File: src/rtl/uart_tx_arbiter_pkg.sv
// Shared definitions for the two-requester UART transmit arbiter:
// FSM state encoding, requester indices and the default owner-idle timeout.
// The optional owner-idle timeout is enabled by defining ARB_TIMEOUT_EN.
package uart_tx_arbiter_pkg;

  localparam logic [1:0] ST_IDLE  = 2'd0;
  localparam logic [1:0] ST_OWN0  = 2'd1;
  localparam logic [1:0] ST_OWN1  = 2'd2;
  localparam logic [1:0] ST_DRAIN = 2'd3;

  localparam logic REQ_IMG  = 1'b0;
  localparam logic REQ_STAT = 1'b1;

  localparam int TIMEOUT_CYCLES_DEFAULT = 4096;

  typedef enum logic [1:0] {
    IDLE  = ST_IDLE,
    OWN0  = ST_OWN0,
    OWN1  = ST_OWN1,
    DRAIN = ST_DRAIN
  } arb_state_e;

  // Ownership state that corresponds to a requester index
  function automatic arb_state_e own_state(input logic idx);
    own_state = (idx == REQ_STAT) ? OWN1 : OWN0;
  endfunction

endpackage

File: src/rtl/uart_arb_rr_pick.sv
// Combinational round-robin pick between the image and status requesters.
// On a tie the requester that did not own the UART last is chosen.
module uart_arb_rr_pick
  import uart_tx_arbiter_pkg::*;
(
  input  logic [1:0] req,
  input  logic       last_owner,
  output logic       valid,
  output logic       pick
);

  // Select the winning requester index from the request vector
  always_comb begin
    valid = |req;
    pick  = REQ_IMG;
    case (req)
      2'b01:   pick = REQ_IMG;
      2'b10:   pick = REQ_STAT;
      2'b11:   pick = ~last_owner;
      default: pick = REQ_IMG;
    endcase
  end

endmodule

File: src/rtl/uart_tx_arbiter.sv
// Arbiter sharing one UART transmitter between an image stream (requester 0)
// and status messages (requester 1). Grants, load strobe, enable, busy and
// the sticky error flag are registered outputs.
// Optional feature: define ARB_TIMEOUT_EN to release an owner that issues no
// load for TIMEOUT_CYCLES cycles.
module uart_tx_arbiter
  import uart_tx_arbiter_pkg::*;
#(
  parameter int TIMEOUT_CYCLES = TIMEOUT_CYCLES_DEFAULT
) (
  input  logic       clk,
  input  logic       rst_n,
  input  logic       r0_req,
  input  logic       r1_req,
  output logic       r0_gnt,
  output logic       r1_gnt,
  input  logic [7:0] r0_tx_data,
  input  logic [7:0] r1_tx_data,
  input  logic       r0_ld,
  input  logic       r1_ld,
  input  logic       r0_done,
  input  logic       r1_done,
  output logic       r0_tx_empty,
  output logic       r1_tx_empty,
  output logic [7:0] tx_data,
  output logic       ld_tx_data,
  output logic       tx_enable,
  input  logic       tx_empty,
  output logic       busy,
  output logic       err
);

  arb_state_e state_r, state_nxt_s;
  logic       last_owner_r, last_owner_nxt_s;
  logic       r0_gnt_r, r1_gnt_r, ld_tx_data_r, tx_enable_r, busy_r, err_r;
  logic [7:0] tx_data_r, load_data_s, own_data_s;
  logic       load_s, err_set_s, timeout_s;
  logic       in_own_s, own_idx_s, own_req_s, own_ld_s, own_done_s, foreign_ld_s;
  logic       pick_valid_s, pick_s;

  // The counter is 16 bits wide, so the timeout must fit in it
  if (TIMEOUT_CYCLES < 1 || TIMEOUT_CYCLES > 65535) begin : g_timeout_range
    $error("uart_tx_arbiter: TIMEOUT_CYCLES must be in 1..65535");
  end

  uart_arb_rr_pick u_rr_pick (
    .req        ({r1_req, r0_req}),
    .last_owner (last_owner_r),
    .valid      (pick_valid_s),
    .pick       (pick_s)
  );

  // Steer the current owner's signals; outside OWN states every ld is foreign
  always_comb begin
    in_own_s     = 1'b0;
    own_idx_s    = REQ_IMG;
    own_req_s    = 1'b0;
    own_ld_s     = 1'b0;
    own_done_s   = 1'b0;
    own_data_s   = 8'h00;
    foreign_ld_s = r0_ld | r1_ld;
    case (state_r)
      OWN0: begin
        in_own_s     = 1'b1;
        own_idx_s    = REQ_IMG;
        own_req_s    = r0_req;
        own_ld_s     = r0_ld;
        own_done_s   = r0_done;
        own_data_s   = r0_tx_data;
        foreign_ld_s = r1_ld;
      end
      OWN1: begin
        in_own_s     = 1'b1;
        own_idx_s    = REQ_STAT;
        own_req_s    = r1_req;
        own_ld_s     = r1_ld;
        own_done_s   = r1_done;
        own_data_s   = r1_tx_data;
        foreign_ld_s = r0_ld;
      end
      default: begin
        in_own_s = 1'b0;
      end
    endcase
  end

`ifdef ARB_TIMEOUT_EN
  localparam logic [15:0] IDLE_LAST = 16'(TIMEOUT_CYCLES - 1);
  logic [15:0] idle_cnt_r;

  // Count owner cycles without a load; restart on accepted load or outside OWN
  always_ff @(posedge clk or negedge rst_n) begin
    if (!rst_n) begin
      idle_cnt_r <= 16'd0;
    end else if (!in_own_s || (own_ld_s && tx_empty)) begin
      idle_cnt_r <= 16'd0;
    end else if (!own_ld_s) begin
      idle_cnt_r <= idle_cnt_r + 16'd1;
    end else begin
      idle_cnt_r <= idle_cnt_r;
    end
  end

  assign timeout_s = in_own_s && !own_ld_s && (idle_cnt_r == IDLE_LAST);
`else
  assign timeout_s = 1'b0;
`endif

  // Next-state, byte-load and error-event decode
  always_comb begin
    state_nxt_s      = state_r;
    last_owner_nxt_s = last_owner_r;
    load_s           = 1'b0;
    load_data_s      = tx_data_r;
    err_set_s        = foreign_ld_s | timeout_s;
    case (state_r)
      IDLE: begin
        if (pick_valid_s) begin
          state_nxt_s = own_state(pick_s);
        end else begin
          state_nxt_s = IDLE;
        end
      end
      OWN0, OWN1: begin
        if (own_ld_s && tx_empty) begin
          load_s      = 1'b1;
          load_data_s = own_data_s;
        end else if (own_ld_s) begin
          err_set_s   = 1'b1;
        end else begin
          load_s      = 1'b0;
        end
        if (own_done_s || !own_req_s || timeout_s) begin
          state_nxt_s      = DRAIN;
          last_owner_nxt_s = own_idx_s;
        end else begin
          state_nxt_s      = state_r;
        end
      end
      DRAIN: begin
        if (tx_empty && !ld_tx_data_r) begin
          state_nxt_s = IDLE;
        end else begin
          state_nxt_s = DRAIN;
        end
      end
      default: begin
        state_nxt_s = IDLE;
      end
    endcase
  end

  // State, round-robin history and registered outputs
  always_ff @(posedge clk or negedge rst_n) begin
    if (!rst_n) begin
      state_r      <= IDLE;
      last_owner_r <= REQ_STAT;
      r0_gnt_r     <= 1'b0;
      r1_gnt_r     <= 1'b0;
      tx_enable_r  <= 1'b0;
      busy_r       <= 1'b0;
      ld_tx_data_r <= 1'b0;
      tx_data_r    <= 8'h00;
      err_r        <= 1'b0;
    end else begin
      state_r      <= state_nxt_s;
      last_owner_r <= last_owner_nxt_s;
      r0_gnt_r     <= (state_nxt_s == OWN0);
      r1_gnt_r     <= (state_nxt_s == OWN1);
      tx_enable_r  <= (state_nxt_s != IDLE);
      busy_r       <= (state_nxt_s != IDLE);
      ld_tx_data_r <= load_s;
      tx_data_r    <= load_data_s;
      err_r        <= err_r | err_set_s;
    end
  end

  assign r0_gnt      = r0_gnt_r;
  assign r1_gnt      = r1_gnt_r;
  assign tx_enable   = tx_enable_r;
  assign busy        = busy_r;
  assign ld_tx_data  = ld_tx_data_r;
  assign tx_data     = tx_data_r;
  assign err         = err_r;
  assign r0_tx_empty = tx_empty & (state_r == OWN0);
  assign r1_tx_empty = tx_empty & (state_r == OWN1);

endmodule

File: config.mk
export PLATFORM = sky130hd
export DESIGN_NAME = uart_tx_arbiter
export DESIGN_NICKNAME = d
export VERILOG_FILES = /design/src/rtl/uart_tx_arbiter_pkg.sv /design/src/rtl/uart_arb_rr_pick.sv /design/src/rtl/uart_tx_arbiter.sv
export SDC_FILE = /design/constraint.sdc
export NUM_CORES = 1
export LEC_CHECK = 0
export ABC_CLOCK_PERIOD_IN_PS = 2100
export CAP_MARGIN = 20
export CELL_PAD_IN_SITES_DETAIL_PLACEMENT = 2
export CELL_PAD_IN_SITES_GLOBAL_PLACEMENT = 2
export CORE_AREA = 2 2 65 67
export DETAILED_ROUTE_END_ITERATION = 6
export DIE_AREA = 0 0 67 69
export PLACE_DENSITY = 0.72
export SLEW_MARGIN = 0
export SYNTH_ARGS = -nofsm -noshare
export SYNTH_HDL_FRONTEND = slang
export SYNTH_SLANG_ARGS = --single-unit
File: constraint.sdc
create_clock -name clk -period 2.1 [get_ports clk]
set_input_delay 0.42 -clock clk [delete_from_list [all_inputs] [get_ports clk]]
set_output_delay 0.42 -clock clk [all_outputs]
set_load 0.02 [all_outputs]
==> impl_metrics.yaml <==
clock_tree:
  clkTransAtPathRegs_ns: 0.06
  root_buffer: "clkbuf_8"
  cts_buffers: 3
  clock_path_buffers: 2
  htree_levels: 1
  cts_hold_buffers: 0
  cts_tree: "done"
  clock-sinks: 16
  post-cts-setup-buffers: 0
  insertion_delay_ns: 0.24
yosys:
  synthFlopType: "dfrtp_1"
  synth_edf_count: 0
  synth_area_per_cell_um2: 9.947
  synth_most_common_cell: "dfrtp_1"
  syn_area_um2: 795.8
  synth-seq-cells: 16
  yosys-top-cells-area: "dfrtp_1 47%, a22oi_1 7.5%, ha_1 6.3%, o21ai_0 5.7%, nand2_1 5.7%"
  synth_cells: 80
  syn_nets: 109
  synth_common_cells: "15 x dfrtp_1, 12 x nand2_1, 9 x o21ai_0"
  yosysUniqueCellTypes: 25
  async_flop_share_pct: 100.0
  yosysTopAreaCell: "dfrtp_1"
  ys_seq_area_share_pct: 50.47
  yosysTopAreaCellShare_pct: 47.17
  ys_warn_count: 0
placement:
  dpl.hpwl_mm: 2.056
  numPlacedInstances: 172
  gp_congestion: 0.8133
  port_buffers: 40
  pre_cts_ws_ns: 0.04503
floorplan:
  rows: 23
  die_y_um: 69
  coreArea_mm2: 0.003914
  fp.dieW_um: 67
  start_util_pct: 20.33
  dieArea_mm2: 0.004623
  ios: 41
critical_path:
  crit_path_end_kind: "flop"
  crit_path_top_delay_cell: "dfrtp_1"
  cp_max_fo: 7
  r2r-start: "state_r[0]"
  critical_path.startpoint: "state_r[0]"
  cp.arrival_ns: 2.00
  critPathMaxStageDelay_ns: 0.40
  r2r_slack_ns: 0.22
  r2r-end: "busy"
  startpoint_type: "flop"
  reg2reg_depth: 8
  cp_data_required_time_ns: 2.22
  critical_path_class: "reg2reg"
  path_cells: "inv_1, ha_1, buf_4, nand2_1, nand3_1, a22o_1, o31a_1, nand2b_1"
sta:
  worst_slew_pin_slew_ns: 0.3393
  period_share_pct: 89.61
  fin_worst_skew_ns: 0.004011
  rsz0062_at_grt: "false"
  fmax_mhz: 531.4
  slew-limit-headroom_pct: 77.31
  setup_violations: 0
  setup_tns_ns: 0
  slew_violations: 0
  hold_viol: 0
  timing.final.ws_setup_ns: 0.2181
  finalCriticalPeriod_ns: 1.882
power:
  power_leakage_nw: 0.5828
  total_power_mw: 1.805
  peakVddDrop_uv: 371.0
  power.density_mw_per_mm2: 1351
global_routing:
  grt_pass1_vias: 878
  grt_remaining_overflow: 0
  grt_usage_pct: 11.32
  grt_pass1_wl_mm: 4.133
  grt_antenna_before_repair: 0
  grt_max_degree: 18
finish:
  final_cells: 176
  area_delta_synth_final_pct: 67.92
  fin_nets: 156
  drive_above_1_share_pct: 10.32
  fillers: 440
  diodes: 0
drt:
  routedWlPerCell_um: 14.28
  drt_iter0_drc: 19
  firstDrtPassIters: 4
  antenna_left: 0
  drc: 0
  wl_mm: 2.514
  vias_per_cell: 4.409
  via_count: 776
min_path:
  hold_path_class: "in2async"
job:
  drv_cap: 0
status:
  outcome: "finished clean"
-- kinds of logic after synthesis --
family / Yosys count / synth area share (%)
buffers and inverters: 9 / 4.875
DFF: 16 / 50.47
adders and majority gates: 4 / 6.290
AOI/OAI and AO/OA: 27 / 23.74
muxes: 1 / 1.415
and+or+nand+nor: 23 / 13.21
-- layer usage --
layer / vias to the layer above / global-route usage [%] / part of all wire [%]
li1: 375 / - / -
met1: 381 / 13.69 / 42
met2: 20 / 20.68 / 54
met3: 0 / 2.447 / 4.3
met4: 0 / 1.134 / 0
met5: - / 0 / 0
-- worst max-delay path by stage --
stage,to,slack (ns),cells after the start
6_report,busy,0.22,8
5_1_grt,busy,0.07,8
4_1_cts,busy,0.17,8
3_5_place_dp,r0_tx_empty,0.05,3
3_3_place_gp,r0_tx_empty,0.06,3
2_1_floorplan,r1_tx_empty,0.47,4
-- state kept, by name, indices dropped and copies added (netlist names) --
register and flops:
state_r 2, r0_gnt 1, r1_gnt 1, tx_data 8
busy 1, ld_tx_data 1, err 1, last_owner_r 1
-- worst max-delay path, delay by kind of cell, from the launching register on --
family / cells / cell delay (ns)
AO/OA/AOI/OAI: 2 / 0.57
flip-flops: 1 / 0.40
AND/OR/NAND/NOR: 3 / 0.30
buffers and inverters: 2 / 0.26
adder cells (fa/ha/maj): 1 / 0.23
-- layout by cell type, fill, tap and decap left out --
cell | Yosys | routed
clkdlybuf4s50_1 | 0 | 38
dfrtp_1 | 15 | 15
nand2_1 | 12 | 12
o21ai_0 | 9 | 9
a22oi_1 | 8 | 8
buf_4 | 1 | 6
inv_1 | 5 | 5
ha_1 | 4 | 4
clkbuf_8 | 0 | 4
nor2_1 | 3 | 3
and2_1 | 3 | 3
nand2b_1 | 2 | 2
nand3_1 | 2 | 2
a22o_1 | 2 | 2
dlygate4sd2_1 | 0 | 2
a21o_1 | 1 | 1
nand3b_1 | 1 | 1
a211oi_1 | 1 | 1
a21oi_1 | 1 | 1
o31a_1 | 1 | 1
a21boi_0 | 1 | 1
o31ai_2 | 1 | 1
a221oi_1 | 1 | 1
o221ai_1 | 1 | 1
mux2_2 | 1 | 1
dfstp_2 | 1 | 1
-- layout make-up --
type                       count  area (µm²)  share of cell area (%)
timing repair buffer          46       442.9                   33.15
sequential                    16       401.6                   30.06
multi-input combinational     55       355.3                   26.59
tap                           50       62.56                   4.682
clock buffer                   4       55.05                   4.120
inverter                       5       18.77                   1.404
-- what timing repair did --
action | CTS | global route
setup endpoints to repair | 2 | 0
resized for setup | 2 | 0
hold endpoints to repair | 0 | 0
-- report_power, final --
part	switching, mW	leakage, nW	total (mW)	internal, mW
clock	0.103	0.0288	0.269	0.166
combinational	0.548	0.357	1.02	0.475
sequential	0.0751	0.197	0.514	0.439
total	0.726	0.583	1.81	1.08
-- stage by stage --
stage                     hold WS [ns]  utilization, %  area (µm²)
after floorplan                 0.1244               -       795.8
after global placement          0.4757           32.80        1284
after detailed placement        0.4801           32.80        1284
after CTS                       0.4548           34.14        1336
after global routing            0.4639           34.14        1336
final                           0.4438           34.14        1336
Note: power is estimated with default switching activity, not from simulation.
